File: config.mk
export PLATFORM = sky130hd
export DESIGN_NAME = pipe_hazard_ctrl
export DESIGN_NICKNAME = d
export VERILOG_FILES = /design/src/rtl/pipe_ctrl_pkg.sv /design/src/rtl/hazard_load_use.sv /design/src/rtl/pipe_hazard_ctrl.sv
export SDC_FILE = /design/constraint.sdc
export NUM_CORES = 1
export LEC_CHECK = 0
export BUFFER_PORTS_ARGS = -buffer_cell sky130_fd_sc_hd__buf_2
export CAP_MARGIN = 20
export CORE_UTILIZATION = 45
export CTS_CLUSTER_SIZE = 10
export DETAILED_ROUTE_END_ITERATION = 12
export PLACE_DENSITY = 0.91
export REMOVE_ABC_BUFFERS = 1
export SETUP_SLACK_MARGIN = 0.05
export SLEW_MARGIN = 0
export SYNTH_ARGS = -nofsm -noshare
export SYNTH_HDL_FRONTEND = slang
export SYNTH_HIERARCHICAL = 1
export SYNTH_SLANG_ARGS = --single-unit
File: constraint.sdc
create_clock -name clk -period 2.6 [get_ports clk]
set_input_delay 0.39 -clock clk [delete_from_list [all_inputs] [get_ports clk]]
set_output_delay 0.39 -clock clk [all_outputs]
set_load 0.03 [all_outputs]
File: src/rtl/pipe_ctrl_pkg.sv
// rtl/pipe_ctrl_pkg.sv - shared encodings for the pipeline sequencing controller
package pipe_ctrl_pkg;

   localparam int REG_W = 5;

   typedef enum logic [1:0] {
      RUN      = 2'd0,
      MEM_WAIT = 2'd1,
      REDIRECT = 2'd2
   } ctrl_state_e;

   localparam logic [1:0] PCSRC_SEQ = 2'd0;
   localparam logic [1:0] PCSRC_BR  = 2'd1;
   localparam logic [1:0] PCSRC_JMP = 2'd2;

endpackage

File: src/rtl/hazard_load_use.sv
// rtl/hazard_load_use.sv - load-use comparator between the load in EX and the consumer in ID
module hazard_load_use
   import pipe_ctrl_pkg::*;
(
   input  logic             ex_mem_read_i,
   input  logic [REG_W-1:0] ex_rt_i,
   input  logic [REG_W-1:0] id_rs_i,
   input  logic [REG_W-1:0] id_rt_i,
   input  logic             id_uses_rt_i,
   output logic             lu_o
);

   // $zero is never written, so a load targeting it cannot create a dependency
   assign lu_o = ex_mem_read_i && (ex_rt_i != '0) &&
                 ((ex_rt_i == id_rs_i) || (id_uses_rt_i && (ex_rt_i == id_rt_i)));

endmodule

File: src/rtl/pipe_hazard_ctrl.sv
// rtl/pipe_hazard_ctrl.sv - hold/flush sequencing for the 5-stage pipeline
// Optional performance counters under HAZ_PERF_CNT_EN.
module pipe_hazard_ctrl
   import pipe_ctrl_pkg::*;
#(
   parameter int MAX_WAIT = 15,
   parameter int CNT_W    = 16
) (
   input  logic             clk,
   input  logic             rst,
   input  logic [REG_W-1:0] ID_Rs,
   input  logic [REG_W-1:0] ID_Rt,
   input  logic             ID_UsesRt,
   input  logic             EX_MemRead,
   input  logic [REG_W-1:0] EX_Rt,
   input  logic             MEM_Branch,
   input  logic             MEM_zero,
   input  logic             MEM_Jump,
   input  logic             MEM_MemRead,
   input  logic             MEM_MemWrite,
   input  logic             dmem_ready,
   output logic             pc_write,
   output logic [1:0]       pc_src,
   output logic             ifid_write,
   output logic             ifid_flush,
   output logic             idex_write,
   output logic             idex_flush,
   output logic             exmem_write,
   output logic             exmem_flush,
   output logic             memwb_bubble,
   output logic             dmem_req,
   output logic             timeout_err
`ifdef HAZ_PERF_CNT_EN
   ,
   output logic [CNT_W-1:0] stall_cnt,
   output logic [CNT_W-1:0] flush_cnt
`endif
);

   localparam int             CW      = $clog2(MAX_WAIT + 1);
   localparam logic [CW-1:0] MAX_CNT = CW'(MAX_WAIT);

   ctrl_state_e   state_q, state_d;
   logic [CW-1:0] wait_q, wait_d;
   logic          err_q, err_d;

   logic mem_op, taken, lu, mem_stall;

   assign mem_op    = MEM_MemRead | MEM_MemWrite;
   assign taken     = (MEM_Branch & MEM_zero) | MEM_Jump;
   assign mem_stall = mem_op & ~dmem_ready;

   hazard_load_use u_lu (
      .ex_mem_read_i (EX_MemRead),
      .ex_rt_i       (EX_Rt),
      .id_rs_i       (ID_Rs),
      .id_rt_i       (ID_Rt),
      .id_uses_rt_i  (ID_UsesRt),
      .lu_o          (lu)
   );

   always_ff @(posedge clk) begin
      if (rst) begin
         state_q <= RUN;
         wait_q  <= '0;
         err_q   <= 1'b0;
      end else begin
         state_q <= state_d;
         wait_q  <= wait_d;
         err_q   <= err_d;
      end
   end

   always_comb begin
      state_d = state_q;
      wait_d  = wait_q;
      err_d   = err_q;
      case (state_q)
         RUN: begin
            if (mem_stall) begin
               state_d = MEM_WAIT;
               wait_d  = CW'(1);
            end else if (taken) begin
               state_d = REDIRECT;
            end
         end
         REDIRECT: begin
            if (mem_stall) begin
               state_d = MEM_WAIT;
               wait_d  = CW'(1);
            end else begin
               state_d = RUN;
            end
         end
         MEM_WAIT: begin
            if (dmem_ready) begin
               state_d = RUN;
               wait_d  = '0;
            end else if (wait_q != MAX_CNT) begin
               wait_d = wait_q + CW'(1);
            end
         end
         default: state_d = RUN;
      endcase
      // the access keeps waiting after the budget is exhausted; only the flag records it
      if (wait_d == MAX_CNT) err_d = 1'b1;
   end

   always_comb begin
      pc_write     = 1'b1;
      pc_src       = PCSRC_SEQ;
      ifid_write   = 1'b1;
      ifid_flush   = 1'b0;
      idex_write   = 1'b1;
      idex_flush   = 1'b0;
      exmem_write  = 1'b1;
      exmem_flush  = 1'b0;
      memwb_bubble = 1'b0;
      dmem_req     = 1'b0;
      case (state_q)
         RUN, REDIRECT: begin
            dmem_req = mem_op;
            if (mem_stall) begin
               pc_write     = 1'b0;
               ifid_write   = 1'b0;
               idex_write   = 1'b0;
               exmem_write  = 1'b0;
               memwb_bubble = 1'b1;
            end else if (state_q == RUN) begin
               // REDIRECT ignores taken/lu: the younger stages hold the squashed path
               if (taken) begin
                  pc_src      = MEM_Jump ? PCSRC_JMP : PCSRC_BR;
                  ifid_flush  = 1'b1;
                  idex_flush  = 1'b1;
                  exmem_flush = 1'b1;
               end else if (lu) begin
                  pc_write   = 1'b0;
                  ifid_write = 1'b0;
                  idex_flush = 1'b1;
               end
            end
         end
         MEM_WAIT: begin
            dmem_req = 1'b1;
            if (!dmem_ready) begin
               pc_write     = 1'b0;
               ifid_write   = 1'b0;
               idex_write   = 1'b0;
               exmem_write  = 1'b0;
               memwb_bubble = 1'b1;
            end
         end
         default: ;
      endcase
      if (rst) begin
         pc_write     = 1'b0;
         pc_src       = PCSRC_SEQ;
         ifid_write   = 1'b0;
         ifid_flush   = 1'b1;
         idex_write   = 1'b0;
         idex_flush   = 1'b1;
         exmem_write  = 1'b0;
         exmem_flush  = 1'b1;
         memwb_bubble = 1'b1;
         dmem_req     = 1'b0;
      end
   end

   assign timeout_err = err_q;

`ifdef HAZ_PERF_CNT_EN
   logic [CNT_W-1:0] stall_cnt_q, flush_cnt_q;

   always_ff @(posedge clk) begin
      if (rst) begin
         stall_cnt_q <= '0;
         flush_cnt_q <= '0;
      end else begin
         if (!pc_write && (stall_cnt_q != '1)) stall_cnt_q <= stall_cnt_q + CNT_W'(1);
         if ((state_q != REDIRECT) && (state_d == REDIRECT) && (flush_cnt_q != '1))
            flush_cnt_q <= flush_cnt_q + CNT_W'(1);
      end
   end

   assign stall_cnt = stall_cnt_q;
   assign flush_cnt = flush_cnt_q;
`endif

endmodule

==> reports/qor.txt <==
Drt total wl = 1.61 mm
Main synth FF type = dfxtp_1
Post-synth cell types = 36
CTS tree = yes
Period minus WS final = 2140 ps
Fin cells = 126
Vias = 723
Worst Hold Class = in2reg
Clock Skews = 10.2 ps
Slew headroom = 70.7%
DRT Pass-1 Iters = 4
Synth Area per Inst = 8.35 um2
Dpl hpwl = 1.32 mm
Tot Pwr = 0.338 mW
Synthesized flop and latch total = 7
Worst skew pair latency = 260 ps
Largest net degree at the start of global routing = 12
RSZ-0062 raised after global routing = false
Req. time, crit path = 2210 ps
Max-cap violations = 0
Die area = 1580 um2
Final hold violation count = 0
Site Rows = 13
Leading area contributor after synthesis = dfxtp_1
Run status = complete, no violations
P per Cell Area = 407 nW/um2
CTS Root Cell = clkbuf_4
# setup viols final = 0
Syn Inst Count = 77
Setup bufs post-CTS = 0
Clock Tree Buf Depth = 2
Total CTS buffers = 3
Critical Path Source Type = flip-flop
Die height = 39.8 um
Final critical-path share of the clock period = 82.2%
First-pass GRT wire length = 2.54 mm
Clock slew at reported path FFs = 60 ps
Post-CTS Resized = 0
P&R area growth vs syn = 29.0%
Largest cells by area after synthesis = dfxtp_1, xor2_1, a21oi_1
Via-per-instance ratio = 5.74
Port Buffers = 36
Hold Buf Count CTS = 0
Post-Route Hold Slack = 450 ps
Synth Warn # = 6
Placed cells = 122
Worst EP arrival = 1750 ps
Fmax = 468 MHz
Starting Density = 48.8%
Tightest Pin Transition = 434 ps
Leak pwr = 0.394 nW
CORE AREA = 1320 um2
# nets final = 138
CP Capture Type = primary output
Sequential-to-total area share from yosys stat = 21.8%
Grt total ovfl = 0
Max rail drop VDD = 0.000231 V
Share of layout cells above drive strength 1 = 41.4%
Gr usage total = 24.1%
WS Path Type = reg2out
Final Wtd Congestion = 0.863
Post-DRT Antenna Nets = 0
Max Slew Vio Count = 0
Top-area cell type share of the netlist area = 21.8%
Wirelength per Cell = 12.8 um
Vias in the first global route = 636
Post-synth ARST share = 0%
Most frequent cells after synthesis = dfxtp_1, xor2_1, a21oi_1
Filler cell count = 111
Number of synthesized flops with an enable pin = 0
H-Tree Depth = 1
Io pins = 37
# DRC = 0
Die W = 39.8 um
Initial antenna violation count = 0
Crit Path Max Fanout = 11
Starting DRT DRC Count = 20
Synthesized cell area = 643 um2
Antenna diode count = 0
Clock Sinks = 7
## layout make-up
type / instances / area [um2] / share of cell area [%]
clock buffers: 4 / 26.3 / 3.17
inverters: 3 / 11.3 / 1.36
multi-input cells: 61 / 453 / 54.6
flip-flops and latches: 7 / 140 / 16.9
well taps: 15 / 18.8 / 2.26
repair buffers: 36 / 180 / 21.7
## flip-flops by register name, summed over array words and instances (netlist names)
signal       count
state_q          2
timeout_err      1
wait_q           4
## layer usage
layer / GRT usage [%] / up-vias / part of all wire (%)
li1: - / 355 / -
met1: 26.8 / 333 / 43
met2: 41.8 / 29 / 50
met3: 3.41 / 6 / 3.9
met4: 15.5 / 0 / 3.5
met5: 0 / - / 0
## critical path: stages, from the launching register on
cell and delay [ps]:
dfxtp_1 550, nor3_1 110, nor3_1 320, inv_1 100
a31oi_1 180, buf_2 230
## final timing paths
path | from | to | slack (ps) | cells after the start
max | state_q[0] | ifid_write | 460 | 5
min | rst | wait_q[1] | 450 | 2
max reg2reg | state_q[0] | timeout_err | 1070 | 4
min reg2reg | wait_q[3] | wait_q[3] | 570 | 2
## through the flow
step	setup WS, ps	instance area [um2]	setup TNS [ps]	util [%]
floorplan	-1400	604	-3080	-
global placement	613	803	0	61.0
detailed placement	558	803	0	61.0
CTS	447	830	0	63.0
global route	340	830	0	63.0
finish	462	830	0	63.0
## cells in the final DEF, fill, tap and decap left out, types with 3 or more instances in the layout
cell	count
dfxtp_1	7
nand3_1	3
nor2b_1	4
buf_2	36
a21oi_1	6
nand2_1	3
xnor2_1	3
nor3_1	3
clkbuf_4	3
o21ai_0	3
xor2_1	7
inv_1	3
## logic make-up (layout without fill, tap and decap cells)
logic type,after synthesis,in the layout,synth area share [%]
simple gates,27,27,29.8
compound gates,21,21,22.0
xor+xnor,10,10,13.6
buf+inv,9,43,7.78
flops,7,7,21.8
mux,2,2,3.11
fa+ha+maj,1,1,1.95
## where the power goes
group          internal (mW)  switching [mW]
logic                 0.0469          0.0714
clock network         0.0587          0.0421
registers              0.111         0.00729
No activity file was read; power rests on OpenSTA's default activity.
